==> src/rtl/flappy_pkg.sv <==
// Shared constants for the flappy pipeline: screen geometry, pipe/bird
// geometry, scroller FSM encoding and the gap-height LFSR seed/taps.
package flappy_pkg;

  localparam int C_SCREEN_W   = 640;
  localparam int C_SCREEN_H   = 480;
  localparam int C_PIPE_WIDTH = 80;
  localparam int C_GAP_HEIGHT = 100;
  localparam int C_BIRD_X     = 160;
  localparam int C_Y_MIN      = 60;

  // Fibonacci taps 8,6,5,4 expressed as a mask over bits [7:0]
  localparam logic [7:0] C_LFSR_SEED = 8'hA5;
  localparam logic [7:0] C_LFSR_TAPS = 8'b1011_1000;

  typedef enum logic [1:0] {
    ST_IDLE   = 2'd0,
    ST_RUN    = 2'd1,
    ST_FROZEN = 2'd2
  } scroll_state_t;

  function automatic logic [7:0] rotl8(input logic [7:0] v, input int unsigned n);
    logic [7:0] r;
    r = v;
    for (int k = 0; k < 8; k++)
      if (k < int'(n % 8)) r = {r[6:0], r[7]};
    return r;
  endfunction

endpackage

==> src/rtl/pipe_lfsr.sv <==
// Free-running 8-bit Fibonacci LFSR; a non-zero seed keeps it off the
// all-zero lock-up state.
module pipe_lfsr
  import flappy_pkg::*;
#(
  parameter logic [7:0] SEED = C_LFSR_SEED,
  parameter logic [7:0] TAPS = C_LFSR_TAPS
) (
  input  logic       i_clk,
  input  logic       i_rst_n,
  output logic [7:0] o_lfsr
);

  logic [7:0] r_lfsr;

  always_ff @(posedge i_clk or negedge i_rst_n) begin
    if (!i_rst_n) r_lfsr <= SEED;
    else          r_lfsr <= {r_lfsr[6:0], ^(r_lfsr & TAPS)};
  end

  assign o_lfsr = r_lfsr;

endmodule

==> src/rtl/pipe_scroller.sv <==
// Ring of pipes scrolled left once per frame, respawned at the right with a
// random gap; tracks the in-scope pipe for collision and counts passes.
module pipe_scroller
  import flappy_pkg::*;
#(
  parameter int NUM_PIPES    = 4,
  parameter int PIPE_SPACING = 160,
  parameter int PIPE_WIDTH   = C_PIPE_WIDTH,
  parameter int SPEED        = 2,
  parameter int BIRD_X       = C_BIRD_X,
  parameter int Y_MIN        = C_Y_MIN,
  parameter int X_START      = 320,
  localparam int IW          = $clog2(NUM_PIPES)
) (
  input  logic          Clk,
  input  logic          reset_n,
  input  logic          Start,
  input  logic          Frame_Tick,
  input  logic          Lose,
  input  logic          Ack,
  output logic [9:0]    X_Edge,
  output logic [9:0]    Y_Edge,
  output logic [IW-1:0] Pipe_Index,
  output logic [3:0]    Score,
  output logic          Pass,
  output logic          Running,
  input  logic [IW-1:0] Rd_Index,
  output logic [9:0]    Rd_X,
  output logic [9:0]    Rd_Y
);

  localparam logic [9:0]  SPD10    = 10'(SPEED);
  localparam logic [9:0]  YMIN10   = 10'(Y_MIN);
  localparam logic [9:0]  RESPAWN  = 10'(NUM_PIPES * PIPE_SPACING - SPEED);
  localparam logic [10:0] PW11     = 11'(PIPE_WIDTH);
  localparam logic [10:0] BIRD11   = 11'(BIRD_X);
  localparam logic [9:0]  Y_RESET  = 10'd160;

  if (NUM_PIPES * PIPE_SPACING > 1023 - SPEED) begin : g_bad_range
    $error("pipe_scroller: respawn position overflows 10 bits");
  end
  if (SPEED >= PIPE_SPACING) begin : g_bad_speed
    $error("pipe_scroller: SPEED must be below PIPE_SPACING");
  end

  scroll_state_t r_state, w_state_nxt;
  logic [NUM_PIPES-1:0][9:0] r_x, r_y, w_x_step, w_y_step, w_x_init, w_y_init;
  logic [NUM_PIPES-1:0]      w_resp;
  logic [7:0]                w_lfsr;
  logic [IW-1:0]             r_cur;
  logic [3:0]                r_score;
  logic                      r_pass, r_running;
  logic                      w_start, w_tick, w_passed;

  pipe_lfsr #(.SEED(C_LFSR_SEED), .TAPS(C_LFSR_TAPS)) u_lfsr (
    .i_clk  (Clk),
    .i_rst_n(reset_n),
    .o_lfsr (w_lfsr)
  );

  for (genvar g = 0; g < NUM_PIPES; g++) begin : g_pipe
    assign w_x_init[g] = 10'(X_START + g * PIPE_SPACING);
    assign w_y_init[g] = YMIN10 + {2'b00, rotl8(w_lfsr, g)};
    assign w_resp[g]   = r_x[g] < SPD10;
    assign w_x_step[g] = w_resp[g] ? r_x[g] + RESPAWN : r_x[g] - SPD10;
    assign w_y_step[g] = w_resp[g] ? YMIN10 + {2'b00, w_lfsr} : r_y[g];
  end

  assign w_start = (r_state == ST_IDLE) && Start;
  // Lose wins over a coincident tick so the frozen frame matches the hit
  assign w_tick   = (r_state == ST_RUN) && Frame_Tick && !Lose;
  assign w_passed = w_tick && (({1'b0, w_x_step[r_cur]} + PW11) < BIRD11);

  always_comb begin
    w_state_nxt = r_state;
    case (r_state)
      ST_IDLE:   if (Start) w_state_nxt = ST_RUN;
      ST_RUN:    if (Lose)  w_state_nxt = ST_FROZEN;
      ST_FROZEN: if (Ack)   w_state_nxt = ST_IDLE;
      default:              w_state_nxt = ST_IDLE;
    endcase
  end

  always_ff @(posedge Clk or negedge reset_n) begin
    if (!reset_n) begin
      r_state   <= ST_IDLE;
      r_cur     <= '0;
      r_score   <= '0;
      r_pass    <= 1'b0;
      r_running <= 1'b0;
      for (int i = 0; i < NUM_PIPES; i++) begin
        r_x[i] <= 10'(X_START + i * PIPE_SPACING);
        r_y[i] <= Y_RESET;
      end
    end else begin
      r_state   <= w_state_nxt;
      r_running <= (w_state_nxt == ST_RUN);
      r_pass    <= w_passed;
      if (w_start) begin
        r_x     <= w_x_init;
        r_y     <= w_y_init;
        r_cur   <= '0;
        r_score <= '0;
      end else if (w_tick) begin
        r_x <= w_x_step;
        r_y <= w_y_step;
        if (w_passed) begin
          r_cur   <= r_cur + 1'b1;
          r_score <= (r_score == 4'd15) ? r_score : r_score + 4'd1;
        end
      end
    end
  end

  assign X_Edge     = r_x[r_cur];
  assign Y_Edge     = r_y[r_cur];
  assign Rd_X       = r_x[Rd_Index];
  assign Rd_Y       = r_y[Rd_Index];
  assign Pipe_Index = r_cur;
  assign Score      = r_score;
  assign Pass       = r_pass;
  assign Running    = r_running;

endmodule
==> config.mk <==
export PLATFORM = sky130hd
export DESIGN_NAME = pipe_scroller
export DESIGN_NICKNAME = d
export VERILOG_FILES = /design/src/rtl/flappy_pkg.sv /design/src/rtl/pipe_lfsr.sv /design/src/rtl/pipe_scroller.sv
export SDC_FILE = /design/constraint.sdc
export NUM_CORES = 1
export LEC_CHECK = 0
export BUFFER_PORTS_ARGS = -buffer_cell sky130_fd_sc_hd__buf_2
export CORE_AREA = 2 2 154 156
export DETAILED_ROUTE_END_ITERATION = 10
export DIE_AREA = 0 0 156 158
export GPL_TIMING_DRIVEN = 0
export HOLD_SLACK_MARGIN = 0.03
export PLACE_DENSITY = 0.52
export SYNTH_ARGS = -nofsm -noshare
export SYNTH_HDL_FRONTEND = slang
export SYNTH_SLANG_ARGS = --single-unit
==> constraint.sdc <==
create_clock -name Clk -period 9.78 [get_ports Clk]
set_input_delay 1.956 -clock Clk [delete_from_list [all_inputs] [get_ports Clk]]
set_output_delay 1.956 -clock Clk [all_outputs]
set_load 0.01 [all_outputs]
==> impl_metrics.env, run 1 <==
export IMPL_place_ws_ns=3.55
export IMPL_synth_distinct_cells=70
export IMPL_drive_gt1_share_pct=23.0
export IMPL_drc=0
export IMPL_fin_setup_tns_ns=0
export IMPL_hold_viol=0
export IMPL_cts_setup_buffers=0
export IMPL_die_area_sq_um=24600
export IMPL_crit_arrival_ns=4.18
export IMPL_synth_edf_count=0
export IMPL_cts_hold_buffers=0
export IMPL_layout_commonest_cell="dfrtp_1"
export IMPL_cts_tree="done"
export IMPL_setup_viol=0
export IMPL_ys_ff_latch=90
export IMPL_postRouteAntennaNets=0
export IMPL_route_vias_total=5048
export IMPL_avgSynthCellArea_sq_um=9.85
export IMPL_setup_worst_path_class="primary input to output port"
export IMPL_clk_transition_reported_paths_ns=0.07
export IMPL_gp_congestion=0.870
export IMPL_cts_root_buf="clkbuf_16"
export IMPL_fill_cells=2390
export IMPL_drv_slew=0
export IMPL_rsz0062_at_grt="false"
export IMPL_fmax_ghz=0.163
export IMPL_place_area_sq_um=6590
export IMPL_synth_top_family_by_area="compound AO/OA/AOI/OAI gates"
export IMPL_drt_initial_drc_count=353
export IMPL_yosysWarningCount=0
export IMPL_start_util_pct=25.7
export IMPL_ys_seq_area_share_pct=38.5
export IMPL_status="complete, no violations"
export IMPL_layout_nets=691
export IMPL_yosysTopAreaCell="dfrtp_1"
export IMPL_cts_buffers=9
export IMPL_critical_path_max_fanout=10
export IMPL_syn_to_final_growth_pct=15.8
export IMPL_antenna_cells=0
export IMPL_grt_usage_pct=15.6
export IMPL_fin_ws_ns=3.64
export IMPL_synth_xor_area_share_pct=5.02
export IMPL_totalWireLength_um=18900
export IMPL_fin_crit_ns=6.14
export IMPL_synthAdderAreaFrac_pct=3.59
export IMPL_grt_overflow=0
export IMPL_cts_htree_levels=3
export IMPL_wl_per_cell_um=19.6
export IMPL_power_density_nw_per_um2=251
export IMPL_fp_dieH_um=158
export IMPL_final_area_sq_um=6870
export IMPL_yosys_area_share_simple_pct=15.1
export IMPL_portBuffers=49
export IMPL_synth_top_area_share_pct=28.3
export IMPL_grt_pass1_wl_um=28800
export IMPL_utilization_pct=29.8
export IMPL_cts_sinks=90
export IMPL_layout_worst_path_cycle_share_pct=62.8
export IMPL_slew_limit_headroom_pct=26.3
export IMPL_vias_per_cell=5.25
export IMPL_worst_pin_slew_ns=1.11
export IMPL_clock_latency_ns=0.36
export IMPL_coreArea_sq_um=23100
export IMPL_post_cts_resized=0
export IMPL_first_pass_iters=5
export IMPL_synthArstFlopShare_pct=100
export IMPL_rows=56
export IMPL_synth_compound_area_share_pct=16.8
export IMPL_grt_pass1_vias=4849
export IMPL_io_pins=56
export IMPL_hpwl_um=13500
export IMPL_synth_cell_area_sq_um=5930
export IMPL_synth_area_top_cells="dfrtp_1 (28%), mux4_2 (14%), dfstp_2 (10%), o21ai_0 (4.6%), a21oi_1 (4.4%)"
export IMPL_synth_cells=602
export IMPL_end_kind="output port"
export IMPL_p_leak_nw=2.71
export IMPL_worstHoldPathType="flop to flop"
export IMPL_antenna_found_initial=0
export IMPL_mostFrequentLayoutCells="dfrtp_1 (67), nor2_1 (56), o21ai_0 (55)"
export IMPL_skew_ns=0.00645
export IMPL_ir_worst_vdd_uv=104
export IMPL_cts_buffer_depth=2
export IMPL_die_x_um=156
export IMPL_synthMuxAreaShare_pct=15.5
export IMPL_cp_required_ns=7.82
export IMPL_grt_max_degree=69
export IMPL_synthFlopType="dfrtp_1"
export IMPL_start_kind="primary input"
export IMPL_drv_cap=0
-- critical path: stages --
cell	delay (ns)
clkbuf_1	0.65
buf_1	0.78
mux4_2	0.63
buf_2	0.16
-- registers in the layout, summed over array words and instances (netlist names) --
name / cells
u_lfsr.o_lfsr: 8
r_x: 36
r_state: 2
Score: 4
Running: 1
Pipe_Index: 2
r_y: 36
Pass: 1
-- final cells by class --
type	instances	area [sq um]	share of cell area, %
plain buffers	47	208	3.03
clock buffers	10	239	3.48
flip-flops and latches	90	2280	33.2
clock inverters	6	41.3	0.601
well taps	290	363	5.29
repair buffers	50	275	4.01
multi-input cells	439	3350	48.8
inverters	29	111	1.62
-- synth_stat cells, types with 12 or more instances --
cell,n
xnor2_1,23
mux4_2,38
nor2_1,56
ha_1,17
nor3_1,12
inv_1,28
a21oi_1,52
dfrtp_1,67
dfstp_2,23
clkbuf_1,33
nand2_1,49
o21ai_0,55
-- report_power, final --
part / switching (W) / internal [W]
Clock: 0.000157 / 0.000179
Combinational: 0.000485 / 0.000338
Sequential: 0.0000950 / 0.000470
-- stage by stage --
step | instances | hold slack, ns | power, W
after detailed placement | 945 | 0.386 | 0.00139
final | 961 | 0.387 | 0.00173
after CTS | 961 | 0.395 | 0.00173
after global routing | 961 | 0.397 | 0.00183
after floorplan | 605 | 0.353 | 0.00111
after global placement | 944 | 0.358 | 0.00138
-- metal layers --
metal	up-vias	part of all wire, %	global-route usage (%)
li1	2325	-	-
met1	2542	45	20.6
met2	162	48	26.2
met3	19	5.1	2.90
met4	0	1.6	4.19
met5	-	0	0
-- path summary, 6_finish.rpt --
path,startpoint,cells after the start,slack [ns],to
max,Rd_Index[0],4,3.64,Rd_Y[7]
min in group asynchronous,reset_n,1,1.50,r_y[24]$_DFFE_PN0P_
max in group asynchronous,reset_n,2,7.57,r_x[38]$_DFFE_PN1P_
min,u_lfsr.o_lfsr[6]$_DFF_PN0_,0,0.39,u_lfsr.o_lfsr[7]$_DFF_PN1_
min reg2reg,u_lfsr.o_lfsr[6]$_DFF_PN0_,0,0.39,u_lfsr.o_lfsr[7]$_DFF_PN1_
max reg2reg,r_x[21]$_DFFE_PN0P_,13,6.10,Score[2]$_DFFE_PN0P_
-- kinds of logic (layout without fill, tap and decap cells) --
family                   after synthesis  after routing
other                                  1              4
adder cells (fa/ha/maj)               17             17
AND/OR/NAND/NOR                      176            176
AO/OA/AOI/OAI                        164            164
multiplexers                          44             44
buffers and inverters                 76            142
flip-flops                            90             90
XOR/XNOR                              34             34
Power figures use the tool's default switching activity.
==> run 2: changes to the inputs <==
--- a/config.mk
+++ b/config.mk
@@ -5,10 +5,11 @@
 export SDC_FILE = /design/constraint.sdc
 export NUM_CORES = 1
 export LEC_CHECK = 0
+export ABC_AREA = 1
 export BUFFER_PORTS_ARGS = -buffer_cell sky130_fd_sc_hd__buf_2
-export CORE_AREA = 2 2 154 156
+export CORE_AREA = 2 2 156 158
 export DETAILED_ROUTE_END_ITERATION = 10
-export DIE_AREA = 0 0 156 158
+export DIE_AREA = 0 0 158 160
 export GPL_TIMING_DRIVEN = 0
 export HOLD_SLACK_MARGIN = 0.03
 export PLACE_DENSITY = 0.52
==> constraint.sdc (replaced) <==
create_clock -name Clk -period 6 [get_ports Clk]
set_input_delay 1.2 -clock Clk [delete_from_list [all_inputs] [get_ports Clk]]
set_output_delay 1.2 -clock Clk [all_outputs]
set_load 0.01 [all_outputs]
==> impl_metrics.env, run 2 <==
export IMPL_critical_path_buf_inv_count=4
export IMPL_synth_edf_count=0
export IMPL_fill_cells=2667
export IMPL_sequentialPowerShare_pct=31.0
export IMPL_cts_buffer_depth=2
export IMPL_skew_ns=0.00894
export IMPL_clock_latency_ns=0.36
export IMPL_cts_hold_buffers=0
export IMPL_fp_dieH_um=160
export IMPL_gp_congestion=0.944
export IMPL_multi_input_area_sq_um=3240
export IMPL_rrSetupSlack_ns=3.16
export IMPL_synth_common_cells="nand2_1 (168), o21ai_0 (100), inv_1 (88)"
export IMPL_crit_family="buffers and inverters"
export IMPL_clk_transition_reported_paths_ns=0.07
export IMPL_mostFrequentLayoutCells="nand2_1 (168), o21ai_0 (100), inv_1 (88)"
export IMPL_grt_pass1_wl_um=34200
export IMPL_antenna_cells=0
export IMPL_p_leak_nw=3.25
export IMPL_drc=0
export IMPL_first_pass_iters=5
export IMPL_layout_nets=946
export IMPL_power_density_nw_per_um2=448
export IMPL_die_x_um=158
export IMPL_clockPowerShare_pct=19.3
export IMPL_fin_crit_ns=3.83
export IMPL_layout_worst_path_cycle_share_pct=63.9
export IMPL_setup_worst_path_class="primary input to output port"
export IMPL_die_area_sq_um=25300
export IMPL_portBuffers=51
export IMPL_cts_sinks=90
export IMPL_hpwl_um=16800
export IMPL_crit_arrival_ns=2.63
export IMPL_syn_to_final_growth_pct=16.5
export IMPL_cts_htree_levels=3
export IMPL_grt_usage_pct=17.9
export IMPL_setup_viol=0
export IMPL_final_area_sq_um=7080
export IMPL_synth_distinct_cells=40
export IMPL_place_area_sq_um=6780
export IMPL_drv_slew=0
export IMPL_cp_slowest_cell="buf_1"
export IMPL_power_switching_w=0.00154
export IMPL_antenna_found_initial=0
export IMPL_rows=57
export IMPL_min_path_cells=0
export IMPL_ir_worst_vdd_uv=145
export IMPL_cp_required_ns=4.80
export IMPL_start_kind="primary input"
export IMPL_fin_setup_tns_ns=0
export IMPL_cts_tree="done"
export IMPL_cts_setup_buffers=0
export IMPL_worst_pin_slew_ns=0.759
export IMPL_synth_cell_area_sq_um=6080
export IMPL_cp_depth=6
export IMPL_ys_seq_area_share_pct=37.5
export IMPL_synthFlopType="dfrtp_1"
export IMPL_yosysWarningCount=0
export IMPL_postRouteAntennaNets=0
export IMPL_yosysTopAreaCell="dfrtp_1"
export IMPL_hold_viol=0
export IMPL_io_pins=56
export IMPL_end_kind="output port"
export IMPL_final_seq_area_sq_um=2280
export IMPL_start_util_pct=25.5
export IMPL_share_comb_of_total_power_pct=49.7
export IMPL_avgSynthCellArea_sq_um=7.11
export IMPL_wl_per_cell_um=18.0
export IMPL_cts_root_buf="clkbuf_16"
export IMPL_r2r_cells=9
export IMPL_post_cts_resized=0
export IMPL_internal_power_w=0.00164
export IMPL_cts_buffers=9
export IMPL_synth_top_area_share_pct=27.6
export IMPL_critical_path_max_fanout=10
export IMPL_route_vias_total=6225
export IMPL_fmax_ghz=0.261
export IMPL_worstHoldPathType="flop to flop"
export IMPL_synthArstFlopShare_pct=100
export IMPL_totalWireLength_um=22500
export IMPL_ys_ff_latch=90
export IMPL_grt_overflow=0
export IMPL_rsz0062_at_grt="false"
export IMPL_drv_cap=0
export IMPL_coreArea_sq_um=23800
export IMPL_vias_per_cell=4.98
export IMPL_grt_max_degree=68
export IMPL_drt_initial_drc_count=602
export IMPL_drive_gt1_share_pct=15.7
export IMPL_slew_limit_headroom_pct=49.0
export IMPL_grt_pass1_vias=5791
export IMPL_synth_cells=855
export IMPL_synth_most_common_cell="nand2_1"
export IMPL_cp_cell_sequence="buf_2, inv_1, buf_1, a21oi_1, a21oi_1, buf_2"
export IMPL_layout_commonest_cell="nand2_1"
export IMPL_status="complete, no violations"
export IMPL_p_sw_share_pct=48.4
export IMPL_synth_area_top_cells="dfrtp_1 (28%), nand2_1 (10%), dfstp_2 (9.9%), o21ai_0 (8.2%), a21oi_1 (6.4%)"
export IMPL_slowest_delay_ns=0.51
-- run 2: worst reg2reg max path: cells and delay by family (launching register included) --
family                 cells  cell delay, ns
AO/OA/AOI/OAI              1            0.24
buffers and inverters      5            1.21
flip-flops                 1            0.36
AND/OR/NAND/NOR            3            0.97
-- run 2: path summary, 6_finish.rpt --
path	start	endpoint
min in group asynchronous	reset_n	Score[0]$_DFFE_PN0P_
worst max register to register	r_state[0]$_DFF_PN0_	r_x[17]$_DFFE_PN1P_
worst min register to register	u_lfsr.o_lfsr[0]$_DFF_PN1_	u_lfsr.o_lfsr[1]$_DFF_PN0_
max in group asynchronous	reset_n	r_y[7]$_DFFE_PN1P_
worst max-delay path	Rd_Index[1]	Rd_X[9]
worst min-delay path	u_lfsr.o_lfsr[0]$_DFF_PN1_	u_lfsr.o_lfsr[1]$_DFF_PN0_
-- run 2: power by group through the flow --
stage | Clock (W) | Sequential [W] | Combinational, W
after floorplan | 0 | 0.000923 | 0.00112
after global placement | 0 | 0.000988 | 0.00156
after detailed placement | 0 | 0.000989 | 0.00157
after CTS | 0.000621 | 0.000980 | 0.00158
after global routing | 0.000647 | 0.00100 | 0.00176
final | 0.000612 | 0.000984 | 0.00158
-- run 2: cells by family after synthesis --
group | after synthesis | synth area share [%]
flip-flops | 90 | 37.5
adder cells (fa/ha/maj) | 17 | 3.50
AND/OR/NAND/NOR | 356 | 26.3
XOR/XNOR | 13 | 1.87
other | 1 | 0.0617
AO/OA/AOI/OAI | 234 | 21.2
multiplexers | 1 | 0.185
buffers and inverters | 143 | 9.38
-- run 2: final cells by class --
class	instances	area share [%]
multi-input cells	625	45.7
flip-flops and latches	90	32.2
well taps	324	5.72
inverters	104	5.51
repair buffers	52	4.03
clock buffers	11	3.43
plain buffers	39	2.54
clock inverters	5	0.848
-- run 2: metal layers --
metal / share of wire, % / GRT usage [%] / routed length (um)
met5: 0 / 0 / 0
met4: 3.1 / 6.18 / 697
met1: 46 / 24.9 / 10400
met2: 45 / 27.9 / 10200
met3: 5.3 / 3.42 / 1190
-- run 2: per-stage QoR --
stage | util, % | power (W) | hold slack [ns] | std cells | setup slack, ns
after global placement | 28.3 | 0.00255 | 0.402 | 1233 | 2.18
final | 29.7 | 0.00317 | 0.413 | 1250 | 2.17
after floorplan | - | 0.00204 | 0.396 | 858 | 2.87
after CTS | 29.7 | 0.00318 | 0.423 | 1250 | 2.20
after detailed placement | 28.5 | 0.00256 | 0.405 | 1234 | 2.21
after global routing | 29.7 | 0.00341 | 0.426 | 1250 | 2.10
==> run 3: changes to the inputs <==
--- a/config.mk
+++ b/config.mk
@@ -12,7 +12,7 @@
 export DIE_AREA = 0 0 158 160
 export GPL_TIMING_DRIVEN = 0
 export HOLD_SLACK_MARGIN = 0.03
-export PLACE_DENSITY = 0.52
+export PLACE_DENSITY = 0.54
 export SYNTH_ARGS = -nofsm -noshare
 export SYNTH_HDL_FRONTEND = slang
 export SYNTH_SLANG_ARGS = --single-unit
==> constraint.sdc (replaced) <==
create_clock -name Clk -period 3.4 [get_ports Clk]
set_input_delay 0.68 -clock Clk [delete_from_list [all_inputs] [get_ports Clk]]
set_output_delay 0.68 -clock Clk [all_outputs]
set_load 0.01 [all_outputs]
==> impl_metrics.env, run 3 (same netlist as run 2, synthesis figures left out) <==
export IMPL_clk_transition_reported_paths_ns=0.07
export IMPL_rsz0062_at_grt="false"
export IMPL_grt_overflow=0
export IMPL_mostFrequentLayoutCells="nand2_1 (168), o21ai_0 (100), inv_1 (88)"
export IMPL_worst_pin_slew_ns=0.778
export IMPL_antenna_cells=0
export IMPL_io_pins=56
export IMPL_drt_initial_drc_count=672
export IMPL_cts_buffer_depth=2
export IMPL_skew_ns=0.00953
export IMPL_cts_hold_buffers=0
export IMPL_fin_setup_tns_ns=0
export IMPL_grt_max_degree=58
export IMPL_wl_per_cell_um=17.8
export IMPL_utilization_pct=30.0
export IMPL_layout_nets=946
export IMPL_vias_per_cell=4.94
export IMPL_cts_setup_buffers=0
export IMPL_setup_worst_path_class="flop to output port"
export IMPL_cts_htree_levels=3
export IMPL_p_leak_nw=3.28
export IMPL_fill_cells=2660
export IMPL_totalWireLength_um=22300
export IMPL_gp_congestion=0.965
export IMPL_first_pass_iters=5
export IMPL_worstHoldPathType="primary input to async pin"
export IMPL_rows=57
export IMPL_power_density_nw_per_um2=807
export IMPL_coreArea_sq_um=23800
export IMPL_final_seq_area_sq_um=2280
export IMPL_slew_limit_headroom_pct=47.8
export IMPL_layout_worst_path_cycle_share_pct=93.5
export IMPL_route_vias_total=6172
export IMPL_postRouteAntennaNets=0
export IMPL_cts_buffers=9
export IMPL_grt_pass1_vias=5985
export IMPL_antenna_found_initial=0
export IMPL_grt_pass1_wl_um=34600
export IMPL_ir_worst_vdd_uv=272
export IMPL_post_cts_resized=0
export IMPL_end_kind="output port"
export IMPL_start_util_pct=25.5
export IMPL_fin_crit_ns=3.18
export IMPL_die_area_sq_um=25300
export IMPL_drv_cap=0
export IMPL_hpwl_um=16700
export IMPL_portBuffers=51
export IMPL_multi_input_area_sq_um=3240
export IMPL_start_kind="flop"
export IMPL_status="complete, no violations"
export IMPL_syn_to_final_growth_pct=17.4
export IMPL_cp_required_ns=2.72
export IMPL_cts_tree="done"
export IMPL_drive_gt1_share_pct=15.8
export IMPL_critical_path_max_fanout=10
export IMPL_clock_latency_ns=0.36
export IMPL_grt_usage_pct=18.0
export IMPL_setup_viol=0
export IMPL_die_x_um=158
export IMPL_cts_root_buf="clkbuf_16"
export IMPL_crit_arrival_ns=2.50
export IMPL_fmax_ghz=0.314
export IMPL_drv_slew=0
export IMPL_fp_dieH_um=160
export IMPL_hold_viol=0
export IMPL_cts_sinks=90
export IMPL_drc=0
export IMPL_layout_commonest_cell="nand2_1"
[run 3: changes by cell type in the layout (fill, tap and decap cells not counted)]
cell	previous run	this run
clkinv_2	1	0
clkinvlp_4	1	0
bufinv_16	1	3
clkbuf_1	27	26
inv_8	0	1
[run 3: final cells by class]
| cell class | count | share of cell area (%) |
|---|---|---|
| Clock buffer | 10 | 3.35 |
| Multi-Input combinational cell | 625 | 45.4 |
| Clock inverter | 6 | 1.66 |
| Timing Repair Buffer | 52 | 4.00 |
| Tap cell | 324 | 5.68 |
| Sequential cell | 90 | 31.9 |
| Buffer | 39 | 2.52 |
| Inverter | 104 | 5.47 |
[run 3: path summary, 6_finish.rpt]
path / startpoint / to / slack, ns / depth (start not counted)
hold reg to reg: u_lfsr.o_lfsr[0]$_DFF_PN1_ / u_lfsr.o_lfsr[1]$_DFF_PN0_ / 0.42 / 0
setup / recovery: Pipe_Index[0]$_DFFE_PN0P_ / X_Edge[5] / 0.22 / 7
hold / removal: reset_n / u_lfsr.o_lfsr[1]$_DFF_PN0_ / 0.29 / 1
setup reg to reg: r_state[0]$_DFF_PN0_ / r_x[28]$_DFFE_PN0P_ / 0.57 / 8
min in group Clk: u_lfsr.o_lfsr[0]$_DFF_PN1_ / u_lfsr.o_lfsr[1]$_DFF_PN0_ / 0.42 / 0
max in group asynchronous: reset_n / r_x[18]$_DFFE_PN1P_ / 2.39 / 2
[run 3: routing by layer]
| metal | vias up | routed length, um | global-route usage [%] | share of wire (%) |
|---|---|---|---|---|
| li1 | 2997 | - | - | - |
| met1 | 2911 | 10000 | 24.4 | 45 |
| met2 | 229 | 10200 | 28.6 | 46 |
| met3 | 35 | 1440 | 3.42 | 6.5 |
| met4 | 0 | 612 | 6.39 | 2.7 |
| met5 | - | 0 | 0 | 0 |
[run 3: report_power, final]
group          internal, W  switching, W
Sequential         0.00140      0.000332
Combinational     0.000898       0.00190
Clock             0.000750      0.000487
[run 3: worst max-delay path: stages (launching register included)]
cell and delay [ns]:
dfrtp_1 0.35, buf_4 0.19, clkbuf_1 0.42, buf_1 0.48, a21oi_1 0.14, o21ai_0 0.17, o221ai_1 0.20, buf_2 0.19
[run 3: stage by stage]
step	total power, W	worst slack [ns]	instance area, sq um	instances	hold WS (ns)
after floorplan	0.00360	1.18	6090	858	0.384
after global placement	0.00449	0.150	6750	1233	0.403
after detailed placement	0.00452	0.215	6780	1234	0.404
after CTS	0.00577	0.223	7140	1250	0.314
after global routing	0.00620	0.0653	7140	1250	0.323
final	0.00576	0.220	7140	1250	0.293
